`config.mk`:
```
export PLATFORM = sky130hd
export DESIGN_NAME = alu_shift_iter
export DESIGN_NICKNAME = d
export VERILOG_FILES = /design/src/rtl/alu_shift_iter.sv
export SDC_FILE = /design/constraint.sdc
export NUM_CORES = 1
export LEC_CHECK = 0
export ABC_AREA = 1
export CAP_MARGIN = 25
export CORE_ASPECT_RATIO = 1.4
export CORE_MARGIN = 8
export CORE_UTILIZATION = 25
export DETAILED_ROUTE_END_ITERATION = 8
export PLACE_DENSITY_LB_ADDON = 0.25
export SYNTH_ARGS = -nofsm -noshare
export SYNTH_HDL_FRONTEND = slang
export SYNTH_SLANG_ARGS = --single-unit
```
`constraint.sdc`:
```
create_clock -name clk -period 3.4 [get_ports clk]
set_input_delay 0.85 -clock clk [delete_from_list [all_inputs] [get_ports clk]]
set_output_delay 0.85 -clock clk [all_outputs]
set_load 0.05 [all_outputs]
```
`src/rtl/alu_shift_iter.sv`:
```
// ---------------------------------------------------------------------------
// alu_shift_iter
// Multi-cycle iterative shifter for the MIPS ALU datapath. It produces the
// same results as the combinational SLL/SRL/SRA shifter, but shifts STEP bit
// positions per clock behind a start/busy/done handshake.
//
// Parameters
//   WIDTH  data width (32 for MIPS)
//   STEP   bit positions shifted per active cycle (1, 2, 4 or 8)
//
// Ports
//   clk     rising-edge clock
//   reset   asynchronous, active-high reset; abandons any in-flight op
//   start   request strobe, sampled only while not busy (IDLE or DONE)
//   ALUFun  100000 SLL, 100001 SRL, 100011 SRA; anything else is illegal
//   A       A[4:0] is the shift amount; the upper bits are ignored
//   B       operand to shift
//   S       result register, written only on a completion edge
//   busy    high while a shift is in flight
//   done    one-cycle completion pulse
//   err     set together with done when the accepted ALUFun was illegal
// ---------------------------------------------------------------------------
module alu_shift_iter #(
  parameter int WIDTH = 32,
  parameter int STEP  = 1
) (
  input  logic             clk,
  input  logic             reset,
  input  logic             start,
  input  logic [5:0]       ALUFun,
  input  logic [WIDTH-1:0] A,
  input  logic [WIDTH-1:0] B,
  output logic [WIDTH-1:0] S,
  output logic             busy,
  output logic             done,
  output logic             err
);

  typedef enum logic [1:0] {IDLE, SHIFT, DONE} state_t;
  typedef enum logic [1:0] {OP_SLL, OP_SRL, OP_SRA} op_t;

  localparam logic [5:0] FUN_SLL = 6'b100000;
  localparam logic [5:0] FUN_SRL = 6'b100001;
  localparam logic [5:0] FUN_SRA = 6'b100011;
  localparam logic [4:0] STEP_N  = 5'(STEP);

  state_t           state, next_state;
  op_t              op_q, op_dec;
  logic [4:0]       count_q;
  logic [WIDTH-1:0] work_q;
  logic             sign_q;

  logic             accept;
  logic             legal;
  logic [4:0]       shamt;
  logic [4:0]       n;
  logic             last_step;
  logic [WIDTH-1:0] shifted;
  logic [2*WIDTH-1:0] sra_ext;

  // Only the shift amount of A is architecturally meaningful.
  logic unused_a_hi;
  assign unused_a_hi = ^A[WIDTH-1:5];

  assign shamt     = A[4:0];
  assign accept    = start && (state != SHIFT);
  assign last_step = (count_q <= STEP_N);
  assign n         = last_step ? count_q : STEP_N;

  // Opcode decode.
  // NOTE: every signal written in an always_comb gets a default first, so no
  // path through the block leaves it unassigned and infers a latch.
  always_comb begin
    legal  = 1'b1;
    op_dec = OP_SLL;
    case (ALUFun)
      FUN_SLL: op_dec = OP_SLL;
      FUN_SRL: op_dec = OP_SRL;
      FUN_SRA: op_dec = OP_SRA;
      default: legal  = 1'b0;
    endcase
  end

  // One iteration of the small shifter. SRA fills from the sign bit captured
  // at acceptance rather than the current work MSB.
  always_comb begin
    sra_ext = {{WIDTH{sign_q}}, work_q} >> n;
    shifted = work_q;
    case (op_q)
      OP_SLL:  shifted = work_q << n;
      OP_SRL:  shifted = work_q >> n;
      OP_SRA:  shifted = sra_ext[WIDTH-1:0];
      default: shifted = work_q;
    endcase
  end

  // FSM state register.
  // NOTE: sequential state is written with non-blocking assignments so every
  // register samples its inputs from before the edge, independent of order.
  always_ff @(posedge clk or posedge reset) begin
    if (reset) state <= IDLE;
    else       state <= next_state;
  end

  // FSM next-state logic. DONE accepts a new start just like IDLE.
  always_comb begin
    next_state = state;
    case (state)
      IDLE, DONE: begin
        if (!accept)                      next_state = IDLE;
        else if (!legal || shamt == 5'd0) next_state = DONE;
        else                              next_state = SHIFT;
      end
      SHIFT:   next_state = last_step ? DONE : SHIFT;
      default: next_state = IDLE;
    endcase
  end

  // FSM outputs.
  always_comb begin
    busy = (state == SHIFT);
    done = (state == DONE);
  end

  // Datapath: operand capture, iteration and result write-back.
  always_ff @(posedge clk or posedge reset) begin
    if (reset) begin
      S       <= '0;
      err     <= 1'b0;
      count_q <= '0;
      work_q  <= '0;
      sign_q  <= 1'b0;
      op_q    <= OP_SLL;
    end else if (accept) begin
      op_q    <= op_dec;
      count_q <= shamt;
      work_q  <= B;
      sign_q  <= B[WIDTH-1];
      err     <= !legal;
      // Zero-length and illegal ops complete on the capture edge itself.
      if (!legal)               S <= '0;
      else if (shamt == 5'd0)   S <= B;
    end else if (state == SHIFT) begin
      work_q  <= shifted;
      count_q <= count_q - n;
      if (last_step) S <= shifted;
    end
  end

endmodule
```
Yosys cells after proc, flatten, opt, wreduce, memory -nomap -nowiden:

Index checks and enable logic that the tools add are counted.
Widths: inputs -> output; s select.

* register bits after elaboration: 75
* input bits: 73
* output and inout port bits: 35
* word-level logic and storage cells: 49

* add/sub/neg operators: 1
* order comparisons: 1
* equality and inequality tests: 9
* shift-type cells: 3
* multiplexer cells: 17
* reduce and logical (&&, ||, !) cells: 11

Operators by type and width (number)
* $mux 32: 7
* $pmux 32 s3: 1
* $shr 64x5->32: 1
* $shl 32x5->32: 1
* $shr 32x5->32: 1
* $eq 6x6->1 const B: 3
* $mux 5: 3
* $pmux 2 s2: 2
* $mux 2: 3
* $le 5x1->1 const B: 1
* $logic_not 5->1: 1
* $sub 5x5->5: 1
* $eq 2x1->1 const B: 2
* $eq 2x2->1 const B: 2
* $logic_not 2->1: 2
* $reduce_bool 2->1: 2
* $ne 3x2->1 const B: 1
* $reduce_and 3->1: 1
* $reduce_or 3->1: 1
* $ne 2x1->1 const B: 1
* $reduce_or 2->1: 1
* $logic_and 1x1->1: 1
* $logic_not 1->1: 1
* $logic_or 1x1->1: 1
* $mux 1: 1

Logic depth before layout (Yosys ltp):

Gate-level depths: netlist of the first run.

* depth in word-level cells: 8
* depth in mapped cells: 11
* depth with buffers taken out: 11

Worst setup path before layout of the first run:

OpenSTA, ideal clock, no wires.

* kind: register -> output
* start: register state[1]
* end: output port done
* arrival: 1121 ps
* data required time: 2550 ps
* slack: 1429 ps
* stages on the path, launching flop included: 3
* path buffers: 0
* cells stage by stage: dfrtp_1 inv_1 nor2_1

* word-level cells in the longest chain between the ends: 1

RTL lines
* start: declaration: RTL line 47 `state_t state, next_state;`
* start signal: assignment: RTL line 102 `else state <= next_state;`
* $eq 2x2->1: RTL line 122 `done = (state == DONE);`
* end: declaration: RTL line 35 `output logic done,`

Every way passes these cells.

Worst setup path in the final report of the first run:

* start: register state[0]
* end: output port busy

* word-level cells in the longest chain between the ends: 1

RTL lines
* $eq 2x1->1: RTL line 121 `busy = (state == SHIFT);`
* end: declaration: RTL line 34 `output logic busy,`

Every way passes these cells.

==> reports/qor.csv, run 1 <==
metric;value;unit
finalSetupViolations;0;
htree_levels;3;
end_kind;output pin;
core;18460;um^2
cp-startpoint;state[0];
hp-start;sign_q;
fin_skew;8.333;ps
netSwitchingFraction;34.91;%
ctsHoldBuffers;0;
synthesis.nets;763;
dpl_cell_area;5677;um^2
place.port_buffers;80;
place_hpwl;9.846;mm
drt_iter0_drc;192;
dr_total_vias;4578;
timing.rr.start;op_q[1];
grt_overflow;0;
tritoncts;yes;
synth_warnings;0;
grtUsageTotal;12.55;%
utilization;32.54;%
grt_max_degree;42;
cts.repair.resized;0;
clockBufferDepth;2;
fmax;368.9;MHz
place.gp.congestion;0.7485;
insertion_delay;340;ps
grt_first_pass_wirelength;24.05;mm
avgViaCountPerCell;4.583;
avgSynthCellArea;6.825;um^2
drv_cap;0;
rows;59;
drc_errors;0;
die_area;23430;um^2
n_antenna_cell;0;
post-route-min-period;2711;ps
min_path_type;flop to flop;
powerDensity;521.2;nW/um^2
post_cts_buffers;0;
tightest_slew;679.8;ps
final_hold_viol_count;0;
outcome;finished, final reports clean;
antenna_found_initial;0;
ir_worst_vdd;0.0002463;V
drive_gt1_share;8.609;%
power_leakage;2.805;nW
drt-total-wl;14.37;mm
cts-root-buf;clkbuf_16;
worstHoldPathCells;2;
wl_per_cell;14.38;um
synth_area;4682;um^2
path_max_fanout;8;
clk_pin_slew;60;ps
fin_setup_tns;0;ps
synth_cell_types;29;
area_growth;28.25;%
final_cells;999;
rsz0062_at_grt;false;
nNetsFinal;827;
detail-route-antenna-nets;0;
netlist_instances;686;
die_h;177.9;um
start_kind;flop;
maxSlewViolCount;0;
intPower;2.037;mW
regArea;1877;um^2
synth_seq_cells;75;
cts.sinks;75;
grt_pass1_vias;4857;
design_area;6005;um^2
dpl.cell_count;983;
rr_worst_depth;10;
slew_headroom;54.52;%
min_period_over_period;79.73;%
multi_input_area;2374;um^2
p_sw;1.092;mW
cp.required;2550;ps
firstDrtPassIters;4;
seq_area_frac_synth;40.09;%
comb_power_share;30.9;%
cts_buffers;9;
crit_type;flop to output pin;
start_util;25.37;%
seq_power_share;34.9;%
fillerInstances;2034;
die_w;131.7;um
io_pins;108;
arrival;1860;ps
clkPwrFrac;34.1;%
[worst max-delay path, stage by stage (launching register included)]
cell and delay (ps):
dfrtp_1 410, inv_2 80, nor2_8 190, clkdlybuf4s50_1 850
[registers in the layout (all words and copies together) (netlist names)]
name     cells
count_q      5
op_q         2
state        2
work_q      32
err          1
S           32
sign_q       1
[synthesized netlist by cell type]
master / number / share of area (%)
nand3_2: 1 / 0.21
o21ai_0: 36 / 3.8
dfrtp_1: 75 / 40
buf_2: 15 / 1.6
ha_1: 4 / 1.1
a21oi_1: 117 / 13
buf_4: 10 / 1.6
nand2_1: 183 / 15
o22ai_1: 1 / 0.13
inv_2: 6 / 0.48
nor2_8: 2 / 0.86
nand3_1: 36 / 3.8
or2_2: 3 / 0.40
o41ai_1: 1 / 0.19
nand2_2: 4 / 0.53
buf_6: 2 / 0.48
a31oi_1: 1 / 0.13
o221ai_1: 1 / 0.19
a22oi_1: 1 / 0.16
nand2_4: 2 / 0.48
clkbuf_1: 14 / 1.1
o211ai_1: 1 / 0.16
inv_1: 47 / 3.8
xor2_1: 1 / 0.19
o32ai_1: 2 / 0.37
a21oi_2: 10 / 1.9
buf_1: 2 / 0.16
nor2_2: 4 / 0.53
nor2_1: 104 / 8.3
[power groups by stage]
stage / registers [mW] / clock network (mW) / logic, mW
floorplan: 1.33 / 0 / 0.447
global placement: 1.11 / 0 / 0.977
detailed placement: 1.11 / 0 / 0.979
CTS: 1.10 / 1.10 / 0.983
global route: 1.11 / 1.14 / 1.07
finish: 1.09 / 1.07 / 0.968
[layout make-up]
| class | count | area share (%) |
|---|---|---|
| clock inverters | 5 | 1.250 |
| inverters | 53 | 3.334 |
| multi-input cells | 515 | 39.53 |
| clock buffers | 11 | 4.209 |
| flip-flops and latches | 75 | 31.26 |
| well taps | 244 | 5.084 |
| repair buffers | 96 | 15.34 |
[final timing paths]
check                                  end  slack (ps)
worst max-delay path                  busy         690
worst max register to register        S[0]        1250
worst min register to register      sign_q         480
max in group asynchronous            S[30]        2020
worst min-delay path                sign_q         480
min in group asynchronous       work_q[10]         960
[logic make-up (layout without fill, tap and decap cells)]
kind of cell    count (synthesis)  count (layout)  share of synthesized area [%]
simple gates                  339             339                          29.88
buf+inv                        96             165                          9.220
xor+xnor                        1               1                         0.1871
fa+ha+maj                       4               4                          1.069
compound gates                171             171                          19.56
flops                          75              75                          40.09
[routing by layer]
layer  GRT usage [%]  up-vias  wire length (um)
li1                -     2339                 -
met1           13.94     2151              6321
met2           23.18       75              7447
met3           2.436       13               388
met4           4.753        0               208
met5               0        -                 0
[cells in the final DEF (no fill, tap or decap)]
| cell | instances |
|---|---|
| clkbuf_8 | 2 |
| o41ai_1 | 1 |
| or2_2 | 3 |
| nand2_2 | 4 |
| clkdlybuf4s50_1 | 80 |
| a31oi_1 | 1 |
| nor2_1 | 104 |
| a22oi_1 | 1 |
| o21ai_0 | 36 |
| dfrtp_1 | 75 |
| nand2_4 | 2 |
| o32ai_1 | 2 |
| nor2_8 | 2 |
| xor2_1 | 1 |
| nor2_2 | 4 |
| inv_2 | 6 |
| o22ai_1 | 1 |
| nand3_2 | 1 |
| ha_1 | 4 |
| a21oi_1 | 117 |
| o211ai_1 | 1 |
| clkinv_2 | 4 |
| nand3_1 | 36 |
| o221ai_1 | 1 |
| clkbuf_16 | 9 |
| buf_4 | 16 |
| inv_1 | 46 |
| nand2_1 | 183 |
| bufinv_16 | 2 |
| a21oi_2 | 10 |
[per-stage QoR]
step	hold slack (ps)	setup slack (ps)	power (mW)
after CTS	483.0	659.3	3.181
after detailed placement	468.8	585.4	2.087
after floorplan	442.2	640.0	1.775
after global placement	463.5	586.6	2.083
final	478.8	689.2	3.130
after global routing	529.5	608.9	3.325
Note: power is estimated with default switching activity, not from simulation.
==> run 2: changes to the inputs <==
==> constraint.sdc (replaced) <==
create_clock -name clk -period 2.8 [get_ports clk]
set_input_delay 0.7 -clock clk [delete_from_list [all_inputs] [get_ports clk]]
set_output_delay 0.7 -clock clk [all_outputs]
set_load 0.05 [all_outputs]
==> run 2 against run 1 <==
Against the previous run: cell count shrank 0.30%; power up 22%; largest cell class unchanged; first-iteration DRC count up 94%; combinational power rose by 22%; wire length fell by 0.69%; clock skew shrank 2.7 ps.
==> reports/qor.csv, run 2 (synthesized netlist as in run 1, its figures left out) <==
metric;value;unit;change
outcome;finished, final reports clean;;unchanged
core;18460;um^2;unchanged
crit_buf_inv;2;;unchanged
drt_iter0_drc;372;;was 192
die_h;177.9;um;unchanged
cts_buffers;9;;unchanged
end_kind;output pin;;unchanged
final_cells;996;;was 999
post_cts_buffers;0;;unchanged
firstDrtPassIters;5;;was 4
die_area;23430;um^2;unchanged
slew_headroom;55.37;%;was 54.52%
arrival;1880;ps;was 1860 ps
nNetsFinal;824;;was 827
design_area;6021;um^2;was 6005 um^2
dpl_cell_area;5692;um^2;was 5677 um^2
cts.repair.resized;0;;unchanged
start_util;25.37;%;unchanged
final_hold_viol_count;0;;unchanged
rsz0062_at_grt;false;;unchanged
min_path_type;flop to flop;;unchanged
path_max_fanout;8;;unchanged
place.gp.congestion;0.7502;;was 0.7485
ir_worst_vdd;0.0002556;V;was 0.0002463 V
drc_errors;0;;unchanged
cp.required;2100;ps;was 2550 ps
drive_gt1_share;8.112;%;was 8.609%
avgViaCountPerCell;4.590;;was 4.583
wl_per_cell;14.32;um;was 14.38 um
dpl.cell_count;980;;was 983
fin_setup_tns;0;ps;unchanged
clockBufferDepth;2;;unchanged
insertion_delay;340;ps;about the same
crit_type;flop to output pin;;unchanged
cts.sinks;75;;unchanged
post-route-min-period;2576;ps;
fin_skew;5.670;ps;was 8.333 ps
io_pins;108;;unchanged
ctsHoldBuffers;0;;unchanged
power_leakage;2.798;nW;was 2.805 nW
critical_path.max_stage_delay;850;ps;about the same
mostFrequentLayoutCells;183 x nand2_1, 117 x a21oi_1, 104 x nor2_1, 80 x clkdlybuf4s50_1, 75 x dfrtp_1;;unchanged
antenna_found_initial;0;;unchanged
n_antenna_cell;0;;unchanged
grt_overflow;0;;unchanged
cpMaxStageDelayCell;clkdlybuf4s50_1;;unchanged
crit_chain;inv_2 > nor2_8 > clkdlybuf4s50_1;;unchanged
mostFrequentLayoutCell;nand2_1;;unchanged
clk_pin_slew;60;ps;about the same
area_growth;28.59;%;was 28.25%
fmax;388.3;MHz;
die_w;131.7;um;unchanged
cts-root-buf;clkbuf_16;;unchanged
path_delay_family;buffers and inverters;;unchanged
totalPowerFinal;3.811;mW;was 3.130 mW
htree_levels;3;;unchanged
grtUsageTotal;12.39;%;was 12.55%
dp_slack;379.5;ps;was 585.4 ps
grt_max_degree;76;;was 42
drv_cap;0;;unchanged
dr_total_vias;4572;;was 4578
grt_first_pass_wirelength;23.75;mm;was 24.05 mm
hold_ws;491.5;ps;was 478.8 ps
fin_ws;224.5;ps;was 689.2 ps
start_kind;flop;;unchanged
tritoncts;yes;;unchanged
detail-route-antenna-nets;0;;unchanged
powerDensity;633.0;nW/um^2;was 521.2 nW/um^2
utilization;32.62;%;was 32.54%
finalSetupViolations;0;;unchanged
maxSlewViolCount;0;;unchanged
reg.largest.list;S x32, work_q x32, count_q x5;;unchanged
place.port_buffers;80;;unchanged
place_hpwl;9.320;mm;was 9.846 mm
tightest_slew;667.1;ps;was 679.8 ps
rows;59;;unchanged
grt_pass1_vias;4627;;was 4857
min_period_over_period;91.98;%;
drt-total-wl;14.27;mm;was 14.37 mm
-- run 2: metal layers --
metal	global-route usage (%)	wire, um	vias to the layer above
met5	0	0	-
met1	14.39	6124	2145
met2	22.31	7390	90
met3	2.606	581	12
li1	-	-	2325
met4	3.937	170	0
-- run 2: worst register-to-register path: stages, from the launching register on --
cell	delay, ps
dfrtp_1	420
nor2_2	180
nand3_2	70
buf_4	250
nand2_2	540
nand2_1	160
nand2_1	110
nand2_1	70
nand2_1	60
nand2_1	50
nand2_1	70
-- run 2: path summary, 6_finish.rpt --
| check | startpoint | to | slack, ps | cells past startpoint |
|---|---|---|---|---|
| worst max-delay path | state[0] | busy | 220 | 3 |
| worst min-delay path | sign_q | sign_q | 490 | 2 |
| worst max register to register | count_q[4] | S[0] | 760 | 10 |
| worst min register to register | sign_q | sign_q | 490 | 2 |
| max in group asynchronous | reset | state[0] | 1670 | 3 |
| min in group asynchronous | reset | S[12] | 730 | 3 |
-- run 2: where the power goes --
part / switching (mW) / leakage (nW) / total, mW / internal (mW)
Combinational: 0.768 / 1.79 / 1.18 / 0.412
Sequential: 0.0859 / 0.846 / 1.33 / 1.24
Clock: 0.476 / 0.159 / 1.30 / 0.829
Total: 1.33 / 2.80 / 3.81 / 2.48
-- run 2: layout make-up --
class | instances | area (um^2)
sequential | 75 | 1877
fill | 2023 | 12430
inverter | 53 | 200.2
clock buffer | 12 | 256.5
timing repair buffer | 93 | 935.9
tap | 244 | 305.3
multi-input combinational | 515 | 2374
clock inverter | 4 | 72.57
==> run 3: changes to the inputs <==
--- a/config.mk
+++ b/config.mk
@@ -8,7 +8,6 @@
 export ABC_AREA = 1
 export CAP_MARGIN = 25
 export CORE_ASPECT_RATIO = 1.4
-export CORE_MARGIN = 8
 export CORE_UTILIZATION = 25
 export DETAILED_ROUTE_END_ITERATION = 8
 export PLACE_DENSITY_LB_ADDON = 0.25
==> run 3 against run 2 <==
Against the previous run: cell count fell by 0.10%; non-clock buffer count rose by 4; flip-flop and latch count did not move; clock skew rose by 4.4 ps; combinational power barely moved; largest power group unchanged; maximum frequency rose by 0.38%; power fell by 3.4%; register-to-register slack got worse by 40 ps; core utilization rose by 0.47 points; critical endpoint unchanged.
==> reports/qor.csv, run 3 (synthesized netlist as in run 1, its figures left out) <==
metric;value;unit;change
outcome;finished, final reports clean;;unchanged
tightest_slew;683.0;ps;was 667.1 ps
nNetsFinal;828;;was 824
io_pins;108;;unchanged
insertion_delay;340;ps;about the same
drive_gt1_share;8.609;%;was 8.112%
detail-route-antenna-nets;0;;unchanged
fillerInstances;2002;;was 2023
ir_worst_vdd;0.0002569;V;was 0.0002556 V
rows;58;;was 59
cts_buffers;9;;unchanged
antenna_found_initial;0;;unchanged
avgViaCountPerCell;4.549;;was 4.590
die_h;163.9;um;was 177.9 um
powerDensity;613.1;nW/um^2;was 633.0 nW/um^2
post-route-min-period;2566;ps;was 2576 ps
dr_total_vias;4526;;was 4572
grtUsageTotal;14.92;%;was 12.39%
ctsHoldBuffers;0;;unchanged
fin_skew;10.03;ps;was 5.670 ps
clk_pin_slew;60;ps;about the same
reg.largest.list;S x32, work_q x32, count_q x5;;unchanged
min_path_type;flop to flop;;unchanged
fmax;389.8;MHz;was 388.3 MHz
power_leakage;2.804;nW;was 2.798 nW
final_cells;995;;was 996
drt-total-wl;13.80;mm;was 14.27 mm
place.port_buffers;80;;unchanged
start_util;25.81;%;was 25.37%
cts.sinks;75;;unchanged
min_period_over_period;91.63;%;was 91.98%
post_cts_buffers;0;;unchanged
drt_iter0_drc;270;;was 372
cp.required;2100;ps;about the same
firstDrtPassIters;5;;unchanged
utilization;33.09;%;was 32.62%
grt_first_pass_wirelength;23.03;mm;was 23.75 mm
final_hold_viol_count;0;;unchanged
multi_input_area;2374;um^2;unchanged
place.gp.congestion;0.7664;;was 0.7502
rsz0062_at_grt;false;;unchanged
grt_overflow;0;;unchanged
end_kind;output pin;;unchanged
grt_max_degree;37;;was 76
finalSetupViolations;0;;unchanged
n_antenna_cell;0;;unchanged
maxSlewViolCount;0;;unchanged
core;18140;um^2;was 18460 um^2
place_hpwl;9.274;mm;was 9.320 mm
arrival;1870;ps;was 1880 ps
hold_ws;487.9;ps;was 491.5 ps
htree_levels;3;;unchanged
fin_setup_tns;0;ps;unchanged
crit_type;flop to output pin;;unchanged
cts-root-buf;clkbuf_16;;unchanged
wl_per_cell;13.86;um;was 14.32 um
clockBufferDepth;2;;unchanged
die_area;19290;um^2;was 23430 um^2
grt_pass1_vias;4603;;was 4627
dp_slack;401.7;ps;was 379.5 ps
fin_ws;234.3;ps;was 224.5 ps
path_max_fanout;8;;unchanged
die_w;117.7;um;was 131.7 um
drc_errors;0;;unchanged
regArea;1877;um^2;unchanged
area_growth;28.22;%;was 28.59%
cts.repair.resized;0;;unchanged
dpl.cell_count;980;;unchanged
mostFrequentLayoutCell;nand2_1;;unchanged
drv_cap;0;;unchanged
slew_headroom;54.31;%;was 55.37%
start_kind;flop;;unchanged
mostFrequentLayoutCells;183 x nand2_1, 117 x a21oi_1, 104 x nor2_1, 80 x clkdlybuf4s50_1, 75 x dfrtp_1;;unchanged
tritoncts;yes;;unchanged
==> run 3: cell count changes in the layout (fill, tap and decap cells not counted), sizes merged <==
cell,previous run,this run
clkbuf,12,14
clkinvlp,1,0
bufinv,2,0
buf,13,17
==> run 3: path summary, 6_finish.rpt <==
kind	from	end	slack, ps	cells after the start
max	state[0]	busy	230	3
min	sign_q	sign_q	490	2
max reg2reg	count_q[4]	S[0]	720	10
min reg2reg	sign_q	sign_q	490	2
max in group asynchronous	reset	work_q[17]	1600	3
min in group asynchronous	reset	work_q[1]	620	2
==> run 3: worst max-delay path, stage by stage, from the launching register on <==
cell and delay, ps:
dfrtp_1 410, inv_2 80, nor2_8 190, clkdlybuf4s50_1 850
==> run 3: through the flow <==
step / power, mW / instance area [um^2]
3_3_place_gp: 2.532 / 5704
2_1_floorplan: 2.156 / 4682
3_5_place_dp: 2.537 / 5704
6_report: 3.681 / 6003
5_1_grt: 3.886 / 6003
4_1_cts: 3.720 / 6003
==> run 3: area by class of cell <==
| cell class | instances | share of cell area (%) |
|---|---|---|
| multi-input cells | 515 | 39.54 |
| flip-flops and latches | 75 | 31.26 |
| repair buffers | 97 | 15.88 |
| well taps | 240 | 5.002 |
| clock buffers | 14 | 4.898 |
| inverters | 53 | 3.335 |
| clock inverters | 1 | 0.08337 |
==> run 3: routing by layer <==
layer	up-vias	routed length [um]	track usage, %
met4	0	218	5.012
li1	2339	-	-
met1	2101	6239	18.35
met5	-	0	0
met2	74	6955	26.71
met3	12	380	1.979
==> run 3: power by group <==
group	switching [mW]	internal [mW]
Combinational	0.766	0.414
Clock	0.458	0.716
Sequential	0.0867	1.24
